### src/rtl/button_pkg.sv
// Shared types for the button gesture decoder.
package button_pkg;

   typedef enum logic [2:0] {
      BE_IDLE,
      BE_PRESS1,
      BE_LONG,
      BE_WAIT2,
      BE_PRESS2
   } be_state_t;

   // One-cycle gesture events, bundled for top-level use.
   // The falling-edge event is called "released" because "release" is a reserved word.
   typedef struct packed {
      logic press;
      logic released;
      logic click;
      logic dclick;
      logic long_press;
   } button_evt_t;

endpackage

### src/rtl/button_events_if.sv
// Button level in, gesture event pulses out.
interface button_events_if;

   logic btn;
   logic held;
   logic press;
   logic released;
   logic click;
   logic dclick;
   logic long_press;

   modport master (
      output btn,
      input  held, press, released, click, dclick, long_press
   );

   modport slave (
      input  btn,
      output held, press, released, click, dclick, long_press
   );

endinterface

### src/rtl/edge_detect.sv
// Registers a synchronous level and reports its rising and falling edges.
module edge_detect (
   input  logic clk,
   input  logic rst,
   input  logic d,
   output logic q,
   output logic rise,
   output logic fall
);

   // Reset loads the live input, so a level held through reset gives no edge.
   always_ff @(posedge clk) begin
      if (rst) q <= d;
      else     q <= d;
   end

   assign rise = d & ~q;
   assign fall = ~d & q;

endmodule

### src/rtl/button_events.sv
// Gesture decoder: press/release edges, single click, double click and long press.
import button_pkg::*;

module button_events #(
   parameter logic [23:0] LONG_CYCLES = 24'd12_000_000,
   parameter logic [23:0] GAP_CYCLES  = 24'd6_000_000
) (
   input  logic           clk,
   input  logic           rst,
   button_events_if.slave bus
);

   localparam int unsigned MAX_CYCLES = (LONG_CYCLES > GAP_CYCLES) ? int'(LONG_CYCLES) : int'(GAP_CYCLES);
   localparam int unsigned TW         = $clog2(MAX_CYCLES) + 1;
   localparam logic [TW-1:0] LONG_TC  = TW'(LONG_CYCLES - 24'd1);
   localparam logic [TW-1:0] GAP_TC   = TW'(GAP_CYCLES - 24'd1);

   logic        btn_q;
   logic        rise;
   logic        fall;
   be_state_t   state;
   logic [TW-1:0] timer;
   button_evt_t evt;

   edge_detect u_edge (
      .clk  (clk),
      .rst  (rst),
      .d    (bus.btn),
      .q    (btn_q),
      .rise (rise),
      .fall (fall)
   );

   // Gesture FSM with shared timer and registered event pulses.
   // Edges are tested before the terminal count so an edge wins a tie;
   // any state change overrides the default timer increment with a clear.
   always_ff @(posedge clk) begin
      if (rst) begin
         state <= BE_IDLE;
         timer <= '0;
         evt   <= '0;
      end else begin
         evt.press      <= rise;
         evt.released   <= fall;
         evt.click      <= 1'b0;
         evt.dclick     <= 1'b0;
         evt.long_press <= 1'b0;
         if (timer != '1) timer <= timer + 1'b1;
         unique case (state)
            BE_IDLE: begin
               if (rise) begin
                  state <= BE_PRESS1;
                  timer <= '0;
               end
            end
            BE_PRESS1: begin
               if (fall) begin
                  state <= BE_WAIT2;
                  timer <= '0;
               end else if (timer == LONG_TC) begin
                  evt.long_press <= 1'b1;
                  state          <= BE_LONG;
                  timer          <= '0;
               end
            end
            BE_LONG: begin
               if (fall) begin
                  state <= BE_IDLE;
                  timer <= '0;
               end
            end
            BE_WAIT2: begin
               if (rise) begin
                  state <= BE_PRESS2;
                  timer <= '0;
               end else if (timer == GAP_TC) begin
                  evt.click <= 1'b1;
                  state     <= BE_IDLE;
                  timer     <= '0;
               end
            end
            BE_PRESS2: begin
               if (fall) begin
                  evt.dclick <= 1'b1;
                  state      <= BE_IDLE;
                  timer      <= '0;
               end else if (timer == LONG_TC) begin
                  evt.long_press <= 1'b1;
                  state          <= BE_LONG;
                  timer          <= '0;
               end
            end
            default: begin
               state <= BE_IDLE;
               timer <= '0;
            end
         endcase
      end
   end

   assign bus.held       = btn_q;
   assign bus.press      = evt.press;
   assign bus.released   = evt.released;
   assign bus.click      = evt.click;
   assign bus.dclick     = evt.dclick;
   assign bus.long_press = evt.long_press;

endmodule

### src/flat_wrapper.sv
// flat-port wrapper written by rule: the top's interface ports become plain ports
module button_events_flat 
#(
   parameter logic [23:0] LONG_CYCLES = 24'd12_000_000,
   parameter logic [23:0] GAP_CYCLES  = 24'd6_000_000
)
  (clk, rst, bus_btn, bus_held, bus_press, bus_released, bus_click, bus_dclick, bus_long_press);
  button_events_if bus_i ();
  input  logic clk;
  input  logic rst;
  input wire logic [$bits(bus_i.btn)-1:0] bus_btn;
  output wire logic [$bits(bus_i.held)-1:0] bus_held;
  output wire logic [$bits(bus_i.press)-1:0] bus_press;
  output wire logic [$bits(bus_i.released)-1:0] bus_released;
  output wire logic [$bits(bus_i.click)-1:0] bus_click;
  output wire logic [$bits(bus_i.dclick)-1:0] bus_dclick;
  output wire logic [$bits(bus_i.long_press)-1:0] bus_long_press;
  assign bus_i.btn = bus_btn;
  assign bus_held = bus_i.held;
  assign bus_press = bus_i.press;
  assign bus_released = bus_i.released;
  assign bus_click = bus_i.click;
  assign bus_dclick = bus_i.dclick;
  assign bus_long_press = bus_i.long_press;
  button_events #(.LONG_CYCLES(LONG_CYCLES), .GAP_CYCLES(GAP_CYCLES)) u_core (.clk(clk), .rst(rst), .bus(bus_i));
endmodule
### config.mk
export PLATFORM = sky130hd
export DESIGN_NAME = button_events_flat
export DESIGN_NICKNAME = d
export VERILOG_FILES = /design/src/rtl/button_pkg.sv /design/src/rtl/button_events_if.sv /design/src/rtl/edge_detect.sv /design/src/rtl/button_events.sv /design/src/flat_wrapper.sv
export SDC_FILE = /design/constraint.sdc
export NUM_CORES = 1
export LEC_CHECK = 0
export CORE_ASPECT_RATIO = 0.5
export CORE_MARGIN = 5
export CORE_UTILIZATION = 35
export DETAILED_ROUTE_END_ITERATION = 12
export GPL_TIMING_DRIVEN = 0
export REMOVE_ABC_BUFFERS = 1
export SLEW_MARGIN = 15
export SYNTH_ARGS = -nofsm -noshare
export SYNTH_HDL_FRONTEND = slang
export SYNTH_SLANG_ARGS = --single-unit
### constraint.sdc
create_clock -name clk -period 3.2 [get_ports clk]
set_input_delay 0.64 -clock clk [delete_from_list [all_inputs] [get_ports clk]]
set_output_delay 0.64 -clock clk [all_outputs]
set_load 0.01 [all_outputs]
Word level (Yosys, flattened, before mapping)
Cells that the tools add are included.

Register bits after elaboration: 34. Latch bits: 0. RAM bits: 0. ROM bits: 0. Bits of input ports: 3. Output and inout port bits: 6. Word-level logic and storage cells: 51. Memories kept: 0.

$add $sub $neg: 1. Multiply operators: 0. Div/mod/pow operators: 0. Magnitude comparators: 0. Equal/unequal tests: 10. Shifts and indexed selects: 0. Muxes and demuxes: 19. Bitwise logic cells: 7. Reduce and logical (&&, ||, !) cells: 6.

Operators with widths (number): two-way mux 25 bit (7); case mux 25 bit (4 select lines) (1); adder 25 x 1 -> 25 bit, second input constant (1); == test 25 x 23 -> 1 bit, second input constant (1); == test 25 x 24 -> 1 bit, second input constant (1); != test 25 bit, second input constant (1); two-way mux 3 bit (7); case mux 3 bit (5 select lines) (1); == test 3 x 2 -> 1 bit, second input constant (2); OR reduction 3 bit (2); NOT 1 bit (5); != test 2 x 1 -> 1 bit, second input constant (2); OR reduction 2 bit (2); == test 3 x 1 -> 1 bit, second input constant (1); == test 3 bit, second input constant (1); zero test 3 bit (1); two-way mux 1 bit (3); != test 3 x 1 -> 1 bit, second input constant (1); AND reduction 3 bit (1); AND 1 bit (2).

Longest topological paths before layout
Gate-level depths: netlist of the first run.

Word-level depth: 5. Gate-level depth with buffers: 8. Depth with buffers taken out: 6.

By module
A second synthesis of the first run with hierarchy kept.

Cell total of the unflattened synthesis: 222. Area total of the unflattened synthesis: 2043.2 um^2.

By module, submodules not included: button_events (times used 1, cells each 219, area each 2008.2 um^2, seq. area each 660.6 um^2); edge_detect (times used 1, cells each 3, area each 35.0 um^2, seq. area each 20.0 um^2).

Worst setup path after synthesis of the first run
Ideal clock, no wire load.

Path kind: register -> register. From: register u_core.timer[12]. To: register u_core.timer[1]. Setup time: 0.122 ns. Arrival time: 1.821 ns. Required time: 3.078 ns. Path slack: 1.257 ns. Stages on the path, launching flop included: 8. Buffers on the path: 2. Period minus slack after synthesis: 1.943 ns. Cell sequence: dfxtp_1 > buf_4 > or4b_4 > nor4_4 > a21oi_2 > a211oi_4 > buf_6 > a21oi_1.

Cells in the longest elaborated chain, start to end: 5. Elaborated cells on any way between the ends: 11. Those cells by class: 3 x eq/ne; 8 x mux.

Ends and longest elaborated chain: start, declared (line button_events.sv:22) `logic [TW-1:0] timer;`; start signal, assigned (line button_events.sv:48) `if (timer != '1) timer <= timer + 1'b1;`; != test 25 bit (line button_events.sv:48); two-way mux 25 bit (line button_events.sv:48); two-way mux 25 bit, on equally long branches (line button_events.sv:60, button_events.sv:87, button_events.sv:76); two-way mux 25 bit, on equally long branches (line button_events.sv:57, button_events.sv:73); case mux 25 bit (4 select lines) (*) (line button_events.sv:49) `unique case (state)`.

Every way passes the cells marked *; elsewhere a longest branch is shown, timed or not. A chain may end at the register's enable or synchronous reset.

Worst setup path after layout of the first run
From: register u_core.timer[0]. To: register u_core.timer[2].

Cells in the longest elaborated chain, start to end: 5. Elaborated cells on any way between the ends: 12. Those cells by class: 1 x add/sub; 3 x eq/ne; 8 x mux.

Ends and longest elaborated chain (line): adder 25 x 1 -> 25 bit / != test 25 bit (equally long branches) (button_events.sv:48); two-way mux 25 bit (button_events.sv:48); two-way mux 25 bit, on equally long branches (button_events.sv:60, button_events.sv:87, button_events.sv:76); two-way mux 25 bit, on equally long branches (button_events.sv:57, button_events.sv:73); case mux 25 bit (4 select lines) (*) (button_events.sv:49).

Marked as above.

==> results of run 1 <==
==> report_power, final <==
| part | leakage (nW) | switching [mW] | internal (mW) |
|---|---|---|---|
| registers | 0.275 | 0.00987 | 0.431 |
| logic | 0.303 | 0.0303 | 0.0183 |
| clock network | 0.0575 | 0.158 | 0.217 |
==> metrics by stage <==
step | worst slack [ps] | hold slack [ps] | instances | power [mW]
floorplan | 893 | 470 | 191 | 0.482
global placement | 245 | 488 | 269 | 0.499
detailed placement | 226 | 500 | 269 | 0.499
CTS | 228 | 510 | 277 | 0.874
global route | 8.90 | 556 | 277 | 0.907
finish | 224 | 505 | 277 | 0.865
==> cell type report <==
class | count | area share
tap | 70 | 0.0453
inverter | 4 | 0.00777
timing repair buffer | 8 | 0.0415
multi-input combinational | 153 | 0.496
sequential | 34 | 0.352
clock buffer | 8 | 0.0570
==> tightest hold or removal path, stage by stage (launching register included) <==
cell	delay (ps)
dfxtp_1	340
nand2_1	70
a21oi_1	50
==> cells in the final DEF (no fill, tap or decap), types with 2 or more instances in the layout <==
cell              n
dfxtp_1          34
nor2_1           33
nand2_1          16
xor2_1            9
xnor2_1           9
and4_1            8
clkbuf_8          8
clkdlybuf4s50_1   8
nand3_1           7
nand4_1           7
o21ai_0           7
nor3_1            7
and3_1            5
a21oi_1           5
nand2b_1          4
nor3b_1           4
inv_1             4
a31oi_1           4
nor4b_1           3
and2_1            3
and4b_1           2
o22ai_1           2
nor4_1            2
a2111oi_0         2
a211oi_1          2
==> state kept, by name, summed over array words and instances, names as in the netlist <==
signal	cells
u_core.state	3
u_core.bus.released	1
u_core.bus.press	1
u_core.u_edge.q	1
u_core.bus.click	1
u_core.bus.long_press	1
u_core.timer	25
u_core.bus.dclick	1
==> layer usage <==
metal | up-vias | global-route usage | wire length (um)
met1 | 682 | 0.162 | 1860
met2 | 26 | 0.185 | 1430
met3 | 8 | 0.0316 | 144
met4 | 0 | 0.0629 | 74
met5 | - | 0 | 0
li1 | 729 | - | -
==> logic make-up (layout without fill, tap and decap cells) <==
logic type	after synthesis	count (layout)	share of synthesized area
XOR/XNOR	18	18	0.0921
buffers and inverters	14	20	0.0424
AO/OA/AOI/OAI	28	28	0.115
flip-flops	34	34	0.398
AND/OR/NAND/NOR	106	106	0.346
adder cells (fa/ha/maj)	1	1	0.00731
==> cell usage after synthesis, types with 2 or more instances <==
cell type / instances
dfxtp_1: 34
nor2_1: 33
nand2_1: 16
xnor2_1: 9
xor2_1: 9
and4_1: 8
nand3_1: 7
nand4_1: 7
nor3_1: 7
o21ai_0: 7
clkbuf_1: 6
a21oi_1: 5
and3_1: 5
a31oi_1: 4
inv_1: 4
nand2b_1: 4
nor3b_1: 4
and2_1: 3
nor4b_1: 3
a2111oi_0: 2
a211oi_1: 2
and4b_1: 2
buf_6: 2
nor4_1: 2
o22ai_1: 2
==> path summary, 6_finish.rpt <==
path	slack, ps	cells after the start	endpoint
worst min-delay path	500	2	u_core.timer[1]
worst max-delay path	220	6	u_core.timer[2]
worst min register to register	500	2	u_core.timer[1]
worst max register to register	220	6	u_core.timer[2]
==> results.ini, run 1 <==
[status]
outcome=completed

[timing]
final_period_minus_worst_setup_slack_ps=2980
fin_tns_setup_ps=0
hold_violations=0
clock_skew_ps=5.41
timing.final.setup_violations=0
max_slew.worst_pin.slew_ps=1080
fmaxAchievable_mhz=336
grt_setup_unrepaired=false
period_share=0.930
slew_violations=0
max_slew_margin=0.276

[clocking]
clk_root_buffer_cell=clkbuf_8
cts_hold_buffers=0
cts-htree-levels=2
cts.reportedPaths.clkPinSlew_ps=70
cts.repair.resized=0
post_cts_setup_driven_buffer_insertion_count=0
ctsLongestPathBuffers=2
clock_tree_from_tritoncts=built
worstSkewPairLatency_ps=290
cts_buffers=5
numClockSinks=34

[detailed_routing]
route.vias.total=1445
post_drt_via_cell_ratio=5.22
first_iter_violations=88
drc_errors=0
detail-route-antenna-nets=0
dr.pass1.iters=4
drt-total-wl_um=3510
routed_wire_length_per_instance_um=12.7

[yosys]
synth-edff-count=0
synth_top_cell_area_share=0.398
ys.warnings.count=0
synth_area_leader_cell=dfxtp_1
post_synth.cell_area_avg_um2=8.52
synth.ff_latch_count=34
netlist_area_mm2=0.00171
yosysUniqueCellTypes=39
synth-main-ff-cell=dfxtp_1
async_reset_ff_frac=0
netlist_top_cells_area=dfxtp_1 (40%), nor2_1 (7.2%), xnor2_1 (4.6%)
ys_seq_area_frac=0.398
synthCells=201

[critical_path]
timing.critical_path.from=u_core.timer[0]
kind_of_start_point_of_the_critical_path=register
critPathRequiredTime_ps=3330
critical_path_type=register to register
critical_path.endpoint_type=register
cpLargestDelayFamily=simple AND/OR/NAND/NOR gates
rr_startpoint=u_core.timer[0]
cp_max_fo=25
crit_buf_inv=0
cp.arrival_ps=3110
path_cells=ha_1 -> and3_1 -> and4_1 -> nand4_1 -> a211oi_4 -> nor3_1
crit_path_top_delay_cell=a211oi_4
timing.critical_path.slowest_cell_delay_ps=990

[place]
placedInstanceArea_mm2=0.00182
hpwl_um=2410
finalWeightedCongestion=0.786
io_buffer_count=8

[cells_and_area]
final.fill_count=507
post_route_cells_drive_above_1_share=0.0676
post-route-cell-area_mm2=0.00193
antenna_cells_inserted=0
final_net_count=210
multi_input_comb_area_um2=958
layout-area-overhead-vs-synth_pct=12.9
postLayoutCoreUtil=0.401
final-seq-area_um2=681

[global_route]
number_of_global_route_vias_before_repair=1323
grt_start_max_net_pins=26
grtUsageTotal=0.122
grt_antenna_before_repair=0
grt.overflow.total=0
global_route_wire_length_before_repair_um=6190

[die]
die_area_mm2=0.00647
chip_height_um=59.5
design.core.area_mm2=0.00482
floorplan.initialDensity=0.355
design.portCount=9
die_boundary_width_um=109
row_count=18

[min_path]
hold_path.startpoint=u_core.timer[1]
holdCritPathClass=register to register

[flow_run]
max_cap_violations=0

[power]
peakVddDrop_mv=0.150
power.density_mw_per_mm2=448
power.static_leakage_nw=0.636

Note: power is estimated with default switching activity, not from simulation.
==> run 2: changes to the inputs <==
GPL_ROUTABILITY_DRIVEN = 0   (was default)
GPL_TIMING_DRIVEN = default   (was 0)
==> run 2 against run 1 <==
Net effect:
- core utilization shrank 0.55 points
- routed wire length is 2.7% higher
- clock skew increased by 2.8 ps
- flip-flop and latch count unchanged
- combinational power is 6.0% higher
- fmax rose by 25%
- largest power group unchanged
==> results.ini, run 2 (synthesis results as in run 1) <==
[status]
outcome=completed

[clocking]
numClockSinks=34  ; unchanged
clk_root_buffer_cell=clkbuf_8
ctsLongestPathBuffers=2  ; unchanged
cts-htree-levels=2  ; unchanged
cts.reportedPaths.clkPinSlew_ps=60  ; about the same
cts_buffers=5  ; unchanged
worstSkewPairLatency_ps=290  ; about the same
post_cts_setup_driven_buffer_insertion_count=0  ; unchanged
cts_hold_buffers=0  ; unchanged
cts.repair.resized=0  ; unchanged
clock_tree_from_tritoncts=built

[die]
row_count=18  ; unchanged
floorplan.initialDensity=0.355  ; unchanged
chip_height_um=59.5  ; unchanged
design.core.area_mm2=0.00482  ; unchanged
die_area_mm2=0.00647  ; unchanged
die_boundary_width_um=109  ; unchanged
design.portCount=9  ; unchanged

[timing]
slew_violations=0  ; unchanged
period_share=0.746  ; -0.184
fin_tns_setup_ps=0  ; unchanged
clock_skew_ps=8.17  ; +2.76 ps
grt_setup_unrepaired=false
max_slew_margin=0.652  ; +0.376
max_slew.worst_pin.slew_ps=517  ; -565 ps
final_period_minus_worst_setup_slack_ps=2390  ; -590 ps
hold_violations=0  ; unchanged
fmaxAchievable_mhz=419  ; +25%
layout_setup_ws_ps=814  ; +590 ps
timing.final.setup_violations=0  ; unchanged

[critical_path]
timing.reg2reg.setup_slack_ps=810  ; +590 ps
crit_path_top_delay_cell=dfxtp_1
cp.arrival_ps=2550  ; -560 ps
r2r.worst_path.cells=7  ; +1
path_cells=ha_1 -> and3_1 -> and4_1 -> nand4_1 -> a211oi_4 -> buf_4 -> nor3_1
timing.critical_path.slowest_cell_delay_ps=400  ; -590 ps
rr_startpoint=u_core.timer[0]
critical_path_type=register to register
cp_max_fo=25  ; unchanged
critical_path.endpoint_type=register
critPathRequiredTime_ps=3360  ; +30 ps
critical_r2r_capture=u_core.timer[18]
kind_of_start_point_of_the_critical_path=register

[global_route]
grt.overflow.total=0  ; unchanged
grt_antenna_before_repair=0  ; unchanged
grt_start_max_net_pins=26  ; unchanged
number_of_global_route_vias_before_repair=1329  ; +0.45%
grtUsageTotal=0.121  ; -0.00164
global_route_wire_length_before_repair_um=6110  ; -1.3%

[cells_and_area]
layout_commonest_cell=dfxtp_1
largest_register_ffs=25  ; unchanged
antenna_cells_inserted=0  ; unchanged
final_net_count=211  ; +0.48%
layout-area-overhead-vs-synth_pct=11.3
largest_registers=u_core.timer: 25 flops, u_core.state: 3 flops
mostFrequentLayoutCells=dfxtp_1 (34), nor2_1 (33), nand2_1 (16)
post_route_cells_drive_above_1_share=0.0580  ; -0.00966
max_flop_register=u_core.timer

[place]
pre_cts_ws_ps=796  ; +570 ps
io_buffer_count=8  ; unchanged
hpwl_um=2590  ; +7.5%

[min_path]
hold_path_depth=2  ; unchanged
holdCritPathClass=register to register
hold_path.startpoint=u_core.timer[1]
min_to=u_core.timer[1]

[detailed_routing]
detail-route-antenna-nets=0  ; unchanged
route.vias.total=1454  ; +0.62%
dr.pass1.iters=4  ; unchanged
routedLengthMet1_um=1760  ; -5.3%
routed.top_layer=met4
post_drt_via_cell_ratio=5.25  ; +0.62%
drt-total-wl_um=3610  ; +2.7%
first_iter_violations=68  ; -23%
routed_wire_length_per_instance_um=13.0  ; +2.7%
drc_errors=0  ; unchanged
wl_met2_um=1670  ; +17%
met3RoutedLength_um=145  ; +0.69%

[flow_run]
max_cap_violations=0  ; unchanged

[power]
peakVddDrop_mv=0.161  ; +7.2%
power.density_mw_per_mm2=414  ; -7.5%
power.static_leakage_nw=0.622  ; -2.3%

==> run 2: cell types whose count changed in the layout (fill, tap and decap cells not counted) <==
cell      delta
clkbuf_8     -3
buf_4        +1
clkbuf_1     +2
==> run 2: final cells by class <==
cell class                 instances  area, um2
clock buffer                       7       76.3
multi-input combinational        153        958
timing repair buffer               9       87.6
fill                             505       2910
tap                               70       87.6
sequential                        34        681
inverter                           4       15.0
==> run 2: routing by layer <==
layer	global-route usage	up-vias
li1	-	729
met1	0.140	703
met2	0.213	18
met3	0.0403	4
met4	0.0378	0
met5	0	-
==> run 2: worst max-delay path by stage <==
stage                     from                to  slack [ps]
3_3_place_gp           bus_btn  u_core.timer[12]         800
2_1_floorplan  u_core.timer[0]  u_core.timer[12]         890
3_5_place_dp           bus_btn   u_core.timer[2]         800
5_1_grt        u_core.timer[0]  u_core.timer[12]         620
6_report       u_core.timer[0]  u_core.timer[18]         810
4_1_cts        u_core.timer[0]  u_core.timer[12]         830
==> run 2: critical path: cells and delay by family, from the launching register on <==
| family | cells | cell delay, ps |
|---|---|---|
| AOI/OAI and AO/OA | 1 | 270 |
| adders and majority gates | 1 | 210 |
| buffers and inverters | 1 | 310 |
| DFF | 1 | 400 |
| and+or+nand+nor | 4 | 1070 |
==> run 2: report_power, final <==
part,switching (mW),internal [mW]
Clock,0.146,0.150
Sequential,0.0103,0.432
Combinational,0.0311,0.0204
==> run 2: stage by stage <==
step	std cells	cell area [um2]	power (mW)	util	hold slack [ps]
finish	277	1910	0.789	0.395	514
global route	277	1910	0.824	0.395	547
CTS	277	1910	0.799	0.395	510
detailed placement	270	1830	0.503	0.380	502
global placement	270	1830	0.502	0.380	493
floorplan	191	1650	0.482	-	470
